--- src/rtl/fnd_display_scheduler.sv ---
// Time-shares the 4-digit FND count_data input between three latched sources:
// dwell-based round robin, update-driven override and manual advance.
module fnd_display_scheduler #(
    parameter int unsigned CLK_HZ  = 100_000_000,
    parameter int unsigned HOLD_MS = 2000,
    parameter int unsigned OVR_MS  = 3000
) (
    input  logic        clk,
    input  logic        reset,
    input  logic [13:0] src0_data,
    input  logic        src0_upd,
    input  logic [13:0] src1_data,
    input  logic        src1_upd,
    input  logic [13:0] src2_data,
    input  logic        src2_upd,
    input  logic [2:0]  src_en,
    input  logic        auto_en,
    input  logic        btn_next,
    output logic [13:0] count_data,
    output logic [1:0]  cur_src,
    output logic        ovr_active,
    output logic        switch_pulse
);

    localparam int unsigned PRESC_TC = CLK_HZ / 1000;
    localparam int unsigned PW       = $clog2(PRESC_TC + 1);
    localparam int unsigned DMAX     = (HOLD_MS > OVR_MS) ? HOLD_MS : OVR_MS;
    localparam int unsigned DW       = $clog2(DMAX + 1);
    localparam logic [PW-1:0] PRESC_LAST = PW'(PRESC_TC - 1);
    localparam logic [DW-1:0] HOLD_LAST  = DW'(HOLD_MS - 1);
    localparam logic [DW-1:0] OVR_LAST   = DW'(OVR_MS - 1);
    localparam logic [13:0]   MAX_DISP   = 14'd9999;

    typedef enum logic [1:0] {ST_IDLE, ST_SHOW, ST_OVR} state_t;

    state_t        r_state, w_state_nxt;
    logic [1:0]    r_cur_src, w_cur_nxt, w_next, w_lowest, w_ovr_src;
    logic [13:0]   r_latch0, r_latch1, r_latch2, r_count_data, w_disp;
    logic [PW-1:0] r_presc;
    logic [DW-1:0] r_dwell;
    logic          r_switch_pulse, w_tick, w_tmr_clr, w_ovr_hit;
    logic [2:0]    w_upd_en;

    // Next enabled index after i with wrap; i itself if it is the only one left.
    function automatic logic [1:0] f_next(input logic [1:0] i, input logic [2:0] en);
        logic [1:0] c1, c2, r;
        c1 = (i == 2'd2) ? 2'd0 : i + 2'd1;
        c2 = (c1 == 2'd2) ? 2'd0 : c1 + 2'd1;
        if (en[c1])      r = c1;
        else if (en[c2]) r = c2;
        else             r = i;
        return r;
    endfunction

    assign w_tick   = (r_presc == PRESC_LAST);
    assign w_next   = f_next(r_cur_src, src_en);
    assign w_lowest = src_en[0] ? 2'd0 : (src_en[1] ? 2'd1 : 2'd2);
    assign w_upd_en = {src2_upd, src1_upd, src0_upd} & src_en;

    always_comb begin
        w_ovr_hit = 1'b0;
        w_ovr_src = r_cur_src;
        for (int unsigned j = 0; j < 3; j++) begin
            if (!w_ovr_hit && w_upd_en[j] && (2'(j) != r_cur_src)) begin
                w_ovr_hit = 1'b1;
                w_ovr_src = 2'(j);
            end
        end
    end

    always_comb begin
        w_state_nxt = r_state;
        w_cur_nxt   = r_cur_src;
        w_tmr_clr   = 1'b0;
        if (src_en == 3'b000) begin
            w_state_nxt = ST_IDLE;
            w_cur_nxt   = 2'd0;
            w_tmr_clr   = 1'b1;
        end else if (r_state == ST_IDLE) begin
            w_state_nxt = ST_SHOW;
            w_cur_nxt   = w_lowest;
            w_tmr_clr   = 1'b1;
        end else if (!src_en[r_cur_src]) begin
            w_state_nxt = ST_SHOW;
            w_cur_nxt   = w_next;
            w_tmr_clr   = 1'b1;
        end else if (w_ovr_hit) begin
            w_state_nxt = ST_OVR;
            w_cur_nxt   = w_ovr_src;
            w_tmr_clr   = 1'b1;
        end else if (btn_next) begin
            w_state_nxt = ST_SHOW;
            w_cur_nxt   = w_next;
            w_tmr_clr   = 1'b1;
        end else if (r_state == ST_SHOW && auto_en && w_tick && r_dwell == HOLD_LAST) begin
            w_cur_nxt = w_next;
            w_tmr_clr = 1'b1;
        end else if (r_state == ST_OVR && w_tick && r_dwell == OVR_LAST) begin
            w_state_nxt = ST_SHOW;
            w_tmr_clr   = 1'b1;
        end
    end

    always_comb begin
        case (r_cur_src)
            2'd1:    w_disp = r_latch1;
            2'd2:    w_disp = r_latch2;
            default: w_disp = r_latch0;
        endcase
    end

    always_ff @(posedge clk or posedge reset) begin
        if (reset) begin
            r_state        <= ST_IDLE;
            r_cur_src      <= 2'd0;
            r_switch_pulse <= 1'b0;
            r_count_data   <= '0;
            r_latch0       <= '0;
            r_latch1       <= '0;
            r_latch2       <= '0;
        end else begin
            r_state        <= w_state_nxt;
            r_cur_src      <= w_cur_nxt;
            r_switch_pulse <= (w_cur_nxt != r_cur_src);
            if (src0_upd) r_latch0 <= src0_data;
            if (src1_upd) r_latch1 <= src1_data;
            if (src2_upd) r_latch2 <= src2_data;
            if (r_state == ST_IDLE)      r_count_data <= '0;
            else if (w_disp > MAX_DISP)  r_count_data <= MAX_DISP;
            else                         r_count_data <= w_disp;
        end
    end

    // Dwell only accumulates in SHOW while rotation is enabled, or in OVR.
    always_ff @(posedge clk or posedge reset) begin
        if (reset) begin
            r_presc <= '0;
            r_dwell <= '0;
        end else if (w_tmr_clr || r_state == ST_IDLE) begin
            r_presc <= '0;
            r_dwell <= '0;
        end else begin
            r_presc <= w_tick ? '0 : r_presc + 1'b1;
            if (r_state == ST_SHOW && !auto_en) r_dwell <= '0;
            else if (w_tick)                    r_dwell <= r_dwell + 1'b1;
        end
    end

    assign count_data   = r_count_data;
    assign cur_src      = r_cur_src;
    assign ovr_active   = (r_state == ST_OVR);
    assign switch_pulse = r_switch_pulse;

endmodule
--- config.mk ---
export PLATFORM = sky130hd
export DESIGN_NAME = fnd_display_scheduler
export DESIGN_NICKNAME = d
export VERILOG_FILES = /design/src/rtl/fnd_display_scheduler.sv
export SDC_FILE = /design/constraint.sdc
export NUM_CORES = 1
export LEC_CHECK = 0
export BUFFER_PORTS_ARGS = -buffer_cell sky130_fd_sc_hd__buf_2
export CELL_PAD_IN_SITES_DETAIL_PLACEMENT = 1
export CELL_PAD_IN_SITES_GLOBAL_PLACEMENT = 1
export CORE_MARGIN = 2
export CORE_UTILIZATION = 48
export DETAILED_ROUTE_END_ITERATION = 8
export PLACE_DENSITY_LB_ADDON = 0.2
export SLEW_MARGIN = 10
export SYNTH_ARGS = -nofsm -noshare
export SYNTH_HDL_FRONTEND = slang
export SYNTH_SLANG_ARGS = --single-unit
--- constraint.sdc ---
create_clock -name clk -period 3.9 [get_ports clk]
set_input_delay 0.195 -clock clk [delete_from_list [all_inputs] [get_ports clk]]
set_output_delay 0.195 -clock clk [all_outputs]
set_load 0.005 [all_outputs]
# ---- Word-level counts from Yosys, hierarchy flattened
# Cells that the tools add are included.
dict set report word_totals {
  reg_bits 90
  wordCells 97
  output_inout_bits 18
}
dict set report classes {
  order_cmp 4
  bitwise_logic 1
  n_reduce_logical 20
  eq_ne 13
  n_addsub 4
  n_mux 46
}
# cell count
set op_table {}
lappend op_table {{2-bit two-way mux} 22}
lappend op_table {{12-bit two-way mux} 3}
lappend op_table {{17-bit two-way mux} 2}
lappend op_table {{14-bit two-way mux} 2}
lappend op_table {{14-bit case mux with 2 select lines} 1}
lappend op_table {{17-bit by 1-bit adder with 17-bit output (second input constant)} 1}
lappend op_table {{17-bit == test (second input constant)} 1}
lappend op_table {{14-bit > comparator (second input constant)} 1}
lappend op_table {{1-bit two-way mux} 13}
lappend op_table {{12-bit by 1-bit adder with 12-bit output (second input constant)} 1}
lappend op_table {{12-bit by 11-bit == test with 1-bit output (second input constant)} 1}
lappend op_table {{12-bit == test (second input constant)} 1}
lappend op_table {{1-bit logical AND} 11}
lappend op_table {{2-bit by 3-bit < comparator with 1-bit output (second input constant)} 3}
lappend op_table {{1-bit binary-select mux with 2-bit select} 3}
lappend op_table {{2-bit == test (second input constant)} 3}
lappend op_table {{6-bit by 5-bit inequality test with 1-bit output (second input constant)} 1}
lappend op_table {{6-bit inequality test (second input constant)} 1}
lappend op_table {{2-bit by 1-bit adder with 2-bit output (second input constant)} 2}
lappend op_table {{2-bit by 1-bit == test with 1-bit output (second input constant)} 2}
lappend op_table {{3-bit bitwise AND} 1}
lappend op_table {{1-bit zero test} 3}
lappend op_table {{3-bit zero test} 1}
lappend op_table {{3-bit nonzero test} 1}
lappend op_table {{7 further kinds} 7}

# ---- Logic depth before layout (Yosys ltp)
dict set report logic_depth {
  depth_word 17
  mapped_depth 11
}

# ---- Least setup slack after synthesis
# No wires, ideal clock.
dict set report synth_timing {
  path_type {reg2reg}
  start {reg r_cur_src[1] (netlist: cur_src[1])}
  end {reg r_count_data[6] (netlist: count_data[6])}
  arrival_time_ns 2.376
  t_required_ns 3.812
  path_slack_ns 1.436
  path_stages_with_launch 11
  period_less_slack_ns 2.464
  setup_ns 0.088
  n_path_buf 4
  cell_sequence {dfrtp_1 -> inv_1 -> ha_1 -> clkbuf_1 -> clkbuf_1 -> clkbuf_1 -> nand2_1 -> o21ai_0 -> a31o_2 -> clkbuf_1 -> nor3b_1}
}
dict set report synth_via {
  elab_chain_cells 5
  word_cells_on_any_way 6
  cone_classes {1 x order compare; 2 x eq/ne; 3 x mux}
}
# item line
set synth_lines {}
lappend synth_lines {{start: declaration} 37} ;# logic [1:0] r_cur_src, w_cur_nxt, w_next, w_lowest, w_ovr_src;
lappend synth_lines {{start signal: assignment} 123} ;# r_cur_src <= w_cur_nxt;
lappend synth_lines {{2-bit == test or 2-bit by 1-bit == test with 1-bit output (tied branches)} 105} ;# case (r_cur_src)
lappend synth_lines {{14-bit case mux with 2 select lines (*)} 105}
lappend synth_lines {{14-bit > comparator} 129} ;# else if (w_disp > MAX_DISP) r_count_data <= MAX_DISP;
lappend synth_lines {{14-bit two-way mux (*)} 129}
lappend synth_lines {{14-bit two-way mux (*)} 128} ;# if (r_state == ST_IDLE) r_count_data <= '0;
lappend synth_lines {{end signal: assignment} 130} ;# else r_count_data <= w_disp;
lappend synth_lines {{end: declaration} 38} ;# logic [13:0] r_latch0, r_latch1, r_latch2, r_count_data, w_disp;
# Every way passes the cells marked *; elsewhere a longest branch is shown, timed or not.
# A chain may end at the register's enable or synchronous reset.

# ---- Final worst setup path
dict set report layout_timing {
  start {reg r_cur_src[0] (netlist: cur_src[0])}
  end {reg r_dwell[1]}
}
dict set report layout_via {
  elab_chain_cells 17
  word_cells_on_any_way 22
  cone_classes {2 x eq/ne; 10 x mux; 10 x reduce/logical}
}
# item line
set layout_lines {}
lappend layout_lines {{2-bit nonzero test} 64} ;# if (!w_ovr_hit && w_upd_en[j] && (2'(j) != r_cur_src)) begin
lappend layout_lines {{1-bit logical AND} 64}
lappend layout_lines {{1-bit two-way mux} 64}
lappend layout_lines {{1-bit zero test} 64}
lappend layout_lines {{1-bit logical AND (2 in a row)} 64}
lappend layout_lines {{1-bit two-way mux} 64}
lappend layout_lines {{1-bit zero test} 64}
lappend layout_lines {{1-bit logical AND (2 in a row)} 64}
lappend layout_lines {{1-bit two-way mux} 64}
lappend layout_lines {{1-bit two-way mux} 87} ;# end else if (w_ovr_hit) begin
lappend layout_lines {{1-bit two-way mux (*)} 83} ;# end else if (!src_en[r_cur_src]) begin
lappend layout_lines {{1-bit two-way mux (*)} 79} ;# end else if (r_state == ST_IDLE) begin
lappend layout_lines {{1-bit two-way mux (*)} 75} ;# if (src_en == 3'b000) begin
lappend layout_lines {{1-bit logical OR (*)} 139} ;# end else if (w_tmr_clr || r_state == ST_IDLE) begin
lappend layout_lines {{3-bit nonzero test (no source line) or 12-bit two-way mux (tied branches)} -}
lappend layout_lines {{end signal: assignment} 145} ;# else if (w_tick) r_dwell <= r_dwell + 1'b1;
lappend layout_lines {{end: declaration} 40} ;# logic [DW-1:0] r_dwell;
# Every way passes the cells marked *; elsewhere a longest branch is shown, timed or not. The select of a mux whose other input is x is not followed.

==> results by group <==
Status
  – Status: finished with violations
  – Failing checks: negative hold slack

Floorplanning
  – Die X: 99.1 um
  – Ports: 70
  – Die height: 99.1 um
  – Initial Util: 0.495
  – Die Area: 0.00982 sq mm
  – Row count: 34
  – Core ar.: 0.00876 sq mm

GRT
  – First-pass GRT wire length: 17900 um
  – Initial antenna violation count: 0
  – Gr usage total: 0.229
  – Number of global-route vias before repair: 3543
  – Largest net degree at the start of global routing: 54
  – GRT overflow: 0

Critical path
  – CP endpoint kind: flip-flop
  – WS Path Type: reg -> reg
  – Worst path slowest cell: ha_1
  – Required time worst endpoint: 4.17 ns
  – Worst path arrival time: 3.35 ns
  – Worst reg-to-reg setup slack: 0.82 ns
  – Crit-path max FO: 15
  – Startpoint types: flip-flop
  – CP cell instances: inv_1, ha_1, and3b_2, or2_2, nor3_1, o21a_1, o211ai_1, a21oi_1
  – Largest stage delay, worst path: 0.54 ns

Min path
  – Hold Crit Class: in -> async

Routing
  – Pre-antenna DRT Iters: 4
  – DRT iter0 DRCs: 157
  – # DRC: 0
  – Total wire length: 10400 um
  – Drt via density: 5.60
  – Post-DRT Antenna Nets: 0
  – Via count: 3228
  – Routed wire length per instance: 18.0 um

Power
  – Leak Pwr: 2.16 nW
  – Overall power: 2.87 mW
  – Max VDD drop: 0.392 mV
  – Pwr Density: 577 mW/mm^2

Yosys
  – Post-synthesis cell type count: 54
  – Mapped cell area: 0.00434 sq mm
  – Syn nets: 458
  – Main flop type after synthesis: dfrtp_1
  – Share of flip-flops with an asynchronous set or reset: 1.00
  – Synth Instances: 399
  – Number of synthesized flops with an enable pin: 0
  – Synth Register Bits: 90
  – YS warnings: 0
  – Seq/Total Area, Yosys: 0.519
  – Syn Area/Cell: 10.9 sq um

STA
  – Hold Vio Cnt, Final: 9
  – Post-route setup TNS: 0 ns
  – Final min period: 3.08 ns
  – Final Skew: 0.0130 ns
  – Tightest Pin Transition: 0.932 ns
  – Slew Limit Fails: 0
  – Worst setup slack after layout: 0.823 ns
  – Slew headroom: 0.376
  – Tcrit/Tclk final: 0.789
  – RSZ-0062 raised after global routing: false
  – Setup Viol. Count Final: 0
  – F_max: 325 MHz
  – Hold_ws: -0.00365 ns

Clocking
  – Post-CTS Hold Fix Bufs: 0
  – Sink Count: 90
  – Clk root buf: clkbuf_8
  – H-tree depth: 3
  – CTS Buffer Depth: 2
  – Post-CTS sizing: 0
  – Clk_lat worst skew: 0.36 ns
  – TritonCTS buffer count: 9
  – Reg clk slew, reported paths: 0.09 ns
  – Postcts setup bufs: 0
  – CTS tree: yes

Cells and area
  – Commonest non-fill, non-tap cell in the layout: dfrtp_1
  – Final net count: 523
  – Syn-to-layout area delta: 14.4%
  – N_diodes: 0
  – Commonest cells after routing, fill and taps aside: dfrtp_1 (90), buf_2 (69), nor2_1 (43)
  – Share of layout cells above drive strength 1: 0.310
  – Fillers: 978

Job
  – Max_cap viols: 0

Placement
  – DP HPWL: 7500 um
  – Buffers on Ports: 69
  – Pre-CTS setup slack: 0.839 ns
  – Placer Congestion: 0.887
-- where the power goes --
part	total, mW	switching [mW]	leakage, nW	internal (mW)
registers	1.16	0.0797	1.13	1.08
logic	1.07	0.641	0.938	0.431
clock network	0.637	0.325	0.0958	0.312
total	2.87	1.05	2.16	1.82
-- flip-flops by register name, indices dropped and copies added (netlist names) --
name	count
r_latch2	14
r_dwell	12
r_latch1	14
r_state	2
switch_pulse	1
r_presc	17
count_data	14
cur_src	2
r_latch0	14
-- cell usage after synthesis (2+ instances only) --
| master | number | area, sq um |
|---|---|---|
| a21oi_1 | 10 | 50.1 |
| a221oi_1 | 2 | 17.5 |
| a22oi_1 | 14 | 105 |
| and3_1 | 3 | 18.8 |
| clkbuf_1 | 16 | 60.1 |
| dfrtp_1 | 90 | 2250 |
| ha_1 | 7 | 87.6 |
| inv_1 | 8 | 30.0 |
| mux2_2 | 42 | 473 |
| mux2i_1 | 2 | 20.0 |
| nand2_1 | 38 | 143 |
| nand2b_1 | 2 | 12.5 |
| nand3_1 | 13 | 65.1 |
| nand3b_1 | 4 | 30.0 |
| nand4_1 | 6 | 37.5 |
| nor2_1 | 43 | 161 |
| nor3_1 | 6 | 30.0 |
| nor3b_1 | 4 | 30.0 |
| nor4b_1 | 2 | 17.5 |
| o211ai_1 | 5 | 37.5 |
| o21a_1 | 3 | 22.5 |
| o21ai_0 | 16 | 80.1 |
| o21ai_1 | 2 | 10.0 |
| o31ai_1 | 2 | 15.0 |
| or2_2 | 3 | 18.8 |
| or3_1 | 2 | 12.5 |
| or4b_1 | 2 | 20.0 |
| xnor2_1 | 10 | 87.6 |
| xor2_1 | 17 | 149 |
-- layer usage --
metal	vias to the layer above	GRT usage	wire length (um)
met3	15	0.0492	418
met2	56	0.364	4890
met4	0	0.0664	158
met5	-	0	0
li1	1549	-	-
met1	1608	0.320	4900
-- metrics by stage --
stage,std cells,utilization,cell area (sq um)
floorplan,399,-,4340
global placement,561,0.545,4770
detailed placement,561,0.545,4770
CTS,576,0.567,4960
global route,576,0.567,4960
finish,576,0.567,4960
-- final cells by class --
cell class / count / area, sq um / area share
Inverter: 8 / 31.3 / 0.00630
Clock inverter: 4 / 51.3 / 0.0103
Timing Repair Buffer: 71 / 360 / 0.0726
Sequential cell: 90 / 2250 / 0.454
Multi-Input combinational cell: 284 / 1990 / 0.401
Tap cell: 108 / 135 / 0.0272
Clock buffer: 11 / 141 / 0.0285
-- cell families after synthesis --
family,Yosys count,share of synthesized area
compound gates,63,0.0980
mux,44,0.114
buf+inv,25,0.0219
simple gates,143,0.173
xor+xnor,27,0.0545
fa+ha+maj,7,0.0202
flops,90,0.519
-- worst max-delay path, delay by kind of cell, from the launching register on --
kind | cells | cell delay (ns)
compound gates | 3 | 0.90
simple gates | 3 | 0.90
fa+ha+maj | 1 | 0.54
flops | 1 | 0.48
buf+inv | 1 | 0.17
-- final timing paths --
check                                   from     endpoint  cells past startpoint
min in group clk                src0_data[0]  r_latch0[0]                      2
worst max register to register    cur_src[0]   r_dwell[1]                      8
worst min-delay path                   reset  r_latch2[1]                      2
worst min register to register   r_latch0[3]  r_latch0[3]                      1
worst max-delay path              cur_src[0]   r_dwell[1]                      8
max in group asynchronous              reset  r_latch0[9]                      3
Power figures use the tool's default switching activity.
